[src/rtl/grid_link_arbiter.sv]
// rtl/grid_link_arbiter.sv - N-link buffered round-robin stream arbiter with discard accounting
module grid_link_arbiter #(
  parameter int NUM_LINKS            = 2,
  parameter int DATA_WIDTH           = 64,
  parameter int FIFO_DEPTH           = 4,
  parameter int ROUTER_DELAY_COUNTER = 18,
  localparam int CH_W                = (NUM_LINKS > 1) ? $clog2(NUM_LINKS) : 1
) (
  input  logic                            clk,
  input  logic                            reset,
  input  logic [NUM_LINKS*DATA_WIDTH-1:0] in_data,
  input  logic [NUM_LINKS-1:0]            in_valid,
  output logic [NUM_LINKS-1:0]            in_ready,
  input  logic [NUM_LINKS-1:0]            link_enable,
  output logic [DATA_WIDTH-1:0]           out_data,
  output logic [CH_W-1:0]                 out_channel,
  output logic                            out_valid,
  input  logic                            out_ready,
  output logic [15:0]                     drop_count,
  output logic                            router_busy
);

  localparam int PTR_W  = $clog2(FIFO_DEPTH);
  localparam int CNT_W  = PTR_W + 1;
  localparam int IDLE_W = (ROUTER_DELAY_COUNTER > 1) ? $clog2(ROUTER_DELAY_COUNTER + 1) : 1;

  localparam logic [CNT_W-1:0]  FULL_CNT  = CNT_W'(FIFO_DEPTH);
  localparam logic [IDLE_W-1:0] IDLE_LOAD = IDLE_W'(ROUTER_DELAY_COUNTER);
  localparam logic [CH_W-1:0]   LAST_CH   = CH_W'(NUM_LINKS - 1);

  // Per-link FIFO storage and bookkeeping
  logic [DATA_WIDTH-1:0] mem_q    [NUM_LINKS][FIFO_DEPTH];
  logic [PTR_W-1:0]      wr_ptr_q [NUM_LINKS];
  logic [PTR_W-1:0]      wr_ptr_d [NUM_LINKS];
  logic [PTR_W-1:0]      rd_ptr_q [NUM_LINKS];
  logic [PTR_W-1:0]      rd_ptr_d [NUM_LINKS];
  logic [CNT_W-1:0]      cnt_q    [NUM_LINKS];
  logic [CNT_W-1:0]      cnt_d    [NUM_LINKS];

  logic [NUM_LINKS-1:0]  full;
  logic [NUM_LINKS-1:0]  empty;
  logic [NUM_LINKS-1:0]  push;
  logic [NUM_LINKS-1:0]  pop;
  logic [NUM_LINKS-1:0]  drop;

  // Arbiter and output register
  logic [CH_W-1:0]       rr_q, rr_d;
  logic [CH_W-1:0]       grant_idx;
  logic                  grant_valid;
  logic                  load;
  logic [DATA_WIDTH-1:0] out_data_q, out_data_d;
  logic [CH_W-1:0]       out_channel_q, out_channel_d;
  logic                  out_valid_q, out_valid_d;

  // Discard accounting and quiet-period tracking
  logic [15:0]           drop_count_q, drop_count_d;
  logic [16:0]           drop_sum;
  logic [IDLE_W-1:0]     idle_q, idle_d;
  logic                  busy_q, busy_d;
  logic                  active;

  assign out_data    = out_data_q;
  assign out_channel = out_channel_q;
  assign out_valid   = out_valid_q;
  assign drop_count  = drop_count_q;
  assign router_busy = busy_q;

  // Input handshake: full comes from registered occupancy only, disabled links always sink
  always_comb begin
    full     = '0;
    empty    = '0;
    in_ready = '0;
    push     = '0;
    drop     = '0;
    for (int i = 0; i < NUM_LINKS; i++) begin
      full[i]     = (cnt_q[i] == FULL_CNT);
      empty[i]    = (cnt_q[i] == '0);
      in_ready[i] = link_enable[i] ? !full[i] : 1'b1;
      push[i]     = link_enable[i] & in_valid[i] & !full[i];
      drop[i]     = !link_enable[i] & in_valid[i];
    end
  end

  // Round-robin grant from rr_q upward and output register next state
  always_comb begin
    int idx;
    idx           = 0;
    grant_valid   = 1'b0;
    grant_idx     = '0;
    pop           = '0;
    rr_d          = rr_q;
    out_valid_d   = out_valid_q;
    out_data_d    = out_data_q;
    out_channel_d = out_channel_q;
    load          = !out_valid_q | out_ready;

    for (int k = 0; k < NUM_LINKS; k++) begin
      idx = int'(rr_q) + k;
      if (idx >= NUM_LINKS) idx = idx - NUM_LINKS;
      if (!grant_valid && !empty[idx]) begin
        grant_valid = 1'b1;
        grant_idx   = CH_W'(idx);
      end
    end

    if (load) begin
      out_valid_d = grant_valid;
      if (grant_valid) begin
        out_data_d    = mem_q[grant_idx][rd_ptr_q[grant_idx]];
        out_channel_d = grant_idx;
        rr_d          = (grant_idx == LAST_CH) ? '0 : grant_idx + 1'b1;
        for (int i = 0; i < NUM_LINKS; i++) begin
          pop[i] = (grant_idx == CH_W'(i));
        end
      end
    end
  end

  // FIFO pointer and occupancy next state; push+pop together leaves occupancy unchanged
  always_comb begin
    for (int i = 0; i < NUM_LINKS; i++) begin
      wr_ptr_d[i] = wr_ptr_q[i];
      rd_ptr_d[i] = rd_ptr_q[i];
      cnt_d[i]    = cnt_q[i];
      if (push[i]) wr_ptr_d[i] = wr_ptr_q[i] + 1'b1;
      if (pop[i])  rd_ptr_d[i] = rd_ptr_q[i] + 1'b1;
      case ({push[i], pop[i]})
        2'b10:   cnt_d[i] = cnt_q[i] + 1'b1;
        2'b01:   cnt_d[i] = cnt_q[i] - 1'b1;
        default: cnt_d[i] = cnt_q[i];
      endcase
    end
  end

  // Saturating popcount of discarded beats, plus quiet-period counter
  always_comb begin
    drop_sum = {1'b0, drop_count_q};
    for (int i = 0; i < NUM_LINKS; i++) begin
      drop_sum = drop_sum + {16'd0, drop[i]};
    end
    drop_count_d = drop_sum[16] ? 16'hFFFF : drop_sum[15:0];

    active = (|(~empty)) | out_valid_q | (|push);
    if (active) begin
      idle_d = IDLE_LOAD;
    end else if (idle_q != '0) begin
      idle_d = idle_q - 1'b1;
    end else begin
      idle_d = idle_q;
    end
    busy_d = active | (idle_d != '0);
  end

  // FIFO payload storage, written on accepted beats only
  always_ff @(posedge clk) begin
    for (int i = 0; i < NUM_LINKS; i++) begin
      if (push[i]) mem_q[i][wr_ptr_q[i]] <= in_data[i*DATA_WIDTH +: DATA_WIDTH];
    end
  end

  // State registers with asynchronous reset that discards all buffered beats
  always_ff @(posedge clk or posedge reset) begin
    if (reset) begin
      for (int i = 0; i < NUM_LINKS; i++) begin
        wr_ptr_q[i] <= '0;
        rd_ptr_q[i] <= '0;
        cnt_q[i]    <= '0;
      end
      rr_q          <= '0;
      out_valid_q   <= 1'b0;
      out_data_q    <= '0;
      out_channel_q <= '0;
      drop_count_q  <= '0;
      idle_q        <= '0;
      busy_q        <= 1'b0;
    end else begin
      for (int i = 0; i < NUM_LINKS; i++) begin
        wr_ptr_q[i] <= wr_ptr_d[i];
        rd_ptr_q[i] <= rd_ptr_d[i];
        cnt_q[i]    <= cnt_d[i];
      end
      rr_q          <= rr_d;
      out_valid_q   <= out_valid_d;
      out_data_q    <= out_data_d;
      out_channel_q <= out_channel_d;
      drop_count_q  <= drop_count_d;
      idle_q        <= idle_d;
      busy_q        <= busy_d;
    end
  end

endmodule

[config.mk]
export PLATFORM = sky130hd
export DESIGN_NAME = grid_link_arbiter
export DESIGN_NICKNAME = d
export VERILOG_FILES = /design/src/rtl/grid_link_arbiter.sv
export SDC_FILE = /design/constraint.sdc
export NUM_CORES = 1
export LEC_CHECK = 0
export BUFFER_PORTS_ARGS = -buffer_cell sky130_fd_sc_hd__buf_2
export CORE_MARGIN = 8
export CORE_UTILIZATION = 56
export CTS_BUF_LIST = sky130_fd_sc_hd__clkbuf_8
export DETAILED_ROUTE_END_ITERATION = 8
export PLACE_DENSITY = 0.76
export SETUP_SLACK_MARGIN = 0.05
export SLEW_MARGIN = 20
export SYNTH_ARGS = -nofsm -noshare
export SYNTH_HDL_FRONTEND = slang
export SYNTH_SLANG_ARGS = --single-unit
[constraint.sdc]
create_clock -name clk -period 3 [get_ports clk]
set_input_delay 0 -clock clk [delete_from_list [all_inputs] [get_ports clk]]
set_output_delay 0 -clock clk [all_outputs]
set_load 0.005 [all_outputs]
==> results.cfg <==
[status]
outcome = finished, final reports clean

[floorplanning]
start_util_pct = 56.7
die_area_um2 = 50700
die_height_um = 225
die_w_um = 225
core_um2 = 43200
rows = 76
io-pin-count = 220

[pwr]
p_sw_mw = 8.57
p_int_mw = 18.1
seqPwrFrac_pct = 43.4
p_total_mw = 26.7
p_per_area_nw_per_um2 = 897
clkPwrFrac_pct = 24.7
combPwrFrac_pct = 31.9
vdd_drop_max_mv = 0.894
netSwitchingFraction_pct = 32.1
p_leak_nw = 11.5

[global_route]
overflow = 0
grt_max_degree = 129
grt_pass1_wl_mm = 84.0
grtUsageTotal_pct = 21.8
first_global_vias = 14500
antenna_found_initial = 6

[synthesis]
yosys_most_used_dff = edfxtp_1
synth_compound_area_share_pct = 3.80
synth_area_leaders = edfxtp_1 (63%), mux2i_1 (11%), dfrtp_1 (11%), mux2_2 (5.6%), o221ai_2 (1.6%)
synth_xor_area_share_pct = 0.858
ys_types = 47
synth-async-reset-ratio_pct = 16.7
yosys.area.top_type_share_pct = 62.8
yosysMostFrequentCell = edfxtp_1
synth_top_family_by_area = multiplexers
synth_nets = 1518
synth-simple-area-share_pct = 2.82
synth_seq_cells = 615
synth_warnings = 0
synth_edf_count = 512
synthMuxAreaShare_pct = 16.5
synth_cells = 1368
netlist_area_um2 = 24500
ys_seq_area_share_pct = 73.3
yosysTopAreaCell = edfxtp_1
yosys-top-cells-count = edfxtp_1 (512), mux2i_1 (259), mux2_2 (121), dfrtp_1 (103), nand2_1 (85)
synth_fa_ha_area_share_pct = 0.858
synth_area_per_cell_um2 = 17.9

[timing]
fin_hold_ws_ps = 72.8
rsz0062_at_grt = false
slew_viol_final = 0
setup-violations-final = 0
skew_ps = 42.2
worstMarginPinSlew_ps = 920
slew_headroom_pct = 38.7
timing.setup.tns_ps = 0
hold_viol_final = 0
period_share_pct = 86.2
min_period_ps = 2590
clock.fmax_ghz = 0.387

[detailed_routing]
ant_nets = 0
routed_via_density = 5.54
wl_mm = 55.8
wl_per_cell_um = 22.7
drc = 0
firstDrtPassIters = 5
route.vias.total = 13700
drtIter0Drc = 919

[setup_path]
cp.arrival_ps = 3140
cp-start-kind = register
endpoint_kind = register
crit_fanout = 128
crit_type = register to register
cp.required_ps = 3560

[cts]
htreeDepth = 3
clk-insertion-delay-late_ps = 690
cts_buffers = 96
cts.sinks = 615
clkTransAtPathRegs_ps = 70
clock-root-buffer = clkbuf_8
cts_tree = done
post-cts-setup-buffer-count = 0
clockBufferDepth = 3

[final_layout]
area_growth_pct = 21.3
fillers = 2866
seq_area_um2 = 18000
multi_input_area_um2 = 6160
fin_util_pct = 68.8
drive_gt1_share_pct = 29.1
stdcell_count = 2463
fin_nets = 1942

[placed_design]
place.gp.congestion = 0.782
dp.cells = 2142
port_buffers = 219
place_hpwl_mm = 32.7

[flow_run]
cap_viol_max_count = 0

[worst_hold_path]
hp-class = input pin to register
[sequential cells by signal, summed over array words and instances, names as in the netlist]
signal	flops
rd_ptr_q	4
rr_q	1
out_data	64
router_busy	1
wr_ptr_q	4
cnt_q	6
mem_q	512
drop_count	16
out_valid	1
out_channel	1
idle_q	5
[area by class of cell]
class,instances,area share [%]
clock inverters,79,1.40
flip-flops and latches,615,60.5
repair buffers,392,9.93
inverters,19,0.248
multi-input cells,668,20.7
clock buffers,102,4.72
well taps,585,2.46
diodes,3,0.0253
[critical path, cell delays in order (launching register included)]
cell and delay, ps:
dfrtp_1 420, or3_1 430, buf_4 200, o21ai_4 80
buf_12 560, mux2_2 430, o221ai_1 200
[kinds of logic after synthesis]
kind of cell / Yosys count
xor+xnor: 24
buf+inv: 85
flops: 615
fa+ha+maj: 15
simple gates: 151
compound gates: 90
mux: 388
[layout by cell type (no fill, tap or decap), drive strengths merged, types with 4 or more instances in the layout]
cell type    count
clkinv          23
clkbuf         102
mux2i          259
xor2            10
o21ai            9
nand3           10
dfrtp          103
dlygate4sd3    137
buf            255
nand2           85
edfxtp         512
inv             69
and3             5
mux2           129
nor2            16
and2             9
nor2b            4
a21oi            6
ha              12
xnor2           14
nor3             9
o221ai          64
[power groups by stage]
stage               Combinational, mW  Clock (mW)  Sequential, mW
floorplan                        6.19           0            11.4
global placement                 8.11           0            11.7
detailed placement               8.35           0            11.7
CTS                              8.54        6.68            11.6
global route                     9.09        7.06            11.7
finish                           8.52        6.58            11.6
[layer usage]
metal  part of all wire [%]  GRT usage [%]  vias to the layer above
li1                       -              -                     6190
met1                     41           27.0                     6936
met5                  0.052              0                        -
met2                     52           38.6                      440
met3                    5.7           4.71                       78
met4                    1.4           5.95                        6
[final timing paths]
check	from	endpoint	slack, ps	cells after the start
max	cnt_q[2]$_DFFE_PP0P_	out_data[19]$_DFFE_PP0P_	410	6
min	in_data[54]	mem_q[0][118]$_DFFE_PP_	70	2
max reg2reg	cnt_q[2]$_DFFE_PP0P_	out_data[19]$_DFFE_PP0P_	410	6
min reg2reg	out_data[38]$_DFFE_PP0P_	out_data[38]$_DFFE_PP0P_	480	2
max in group asynchronous	reset	out_data[52]$_DFFE_PP0P_	1490	5
min in group asynchronous	reset	out_channel$_DFFE_PP0P_	620	4
[metrics by stage]
stage	setup slack, ps	cell area (µm²)
after floorplan	65.2	24500
after global placement	443	26500
after detailed placement	427	26500
after CTS	419	29700
after global routing	321	29700
final	414	29700
[repair_timing]
action / 4_1_cts / 5_1_grt
hold buffers: 137 / 0
gates resized for setup: 0 / 0
setup endpoints to repair: 0 / 0
hold endpoints to repair: 566 / 0
Note: power is estimated with default switching activity, not from simulation.
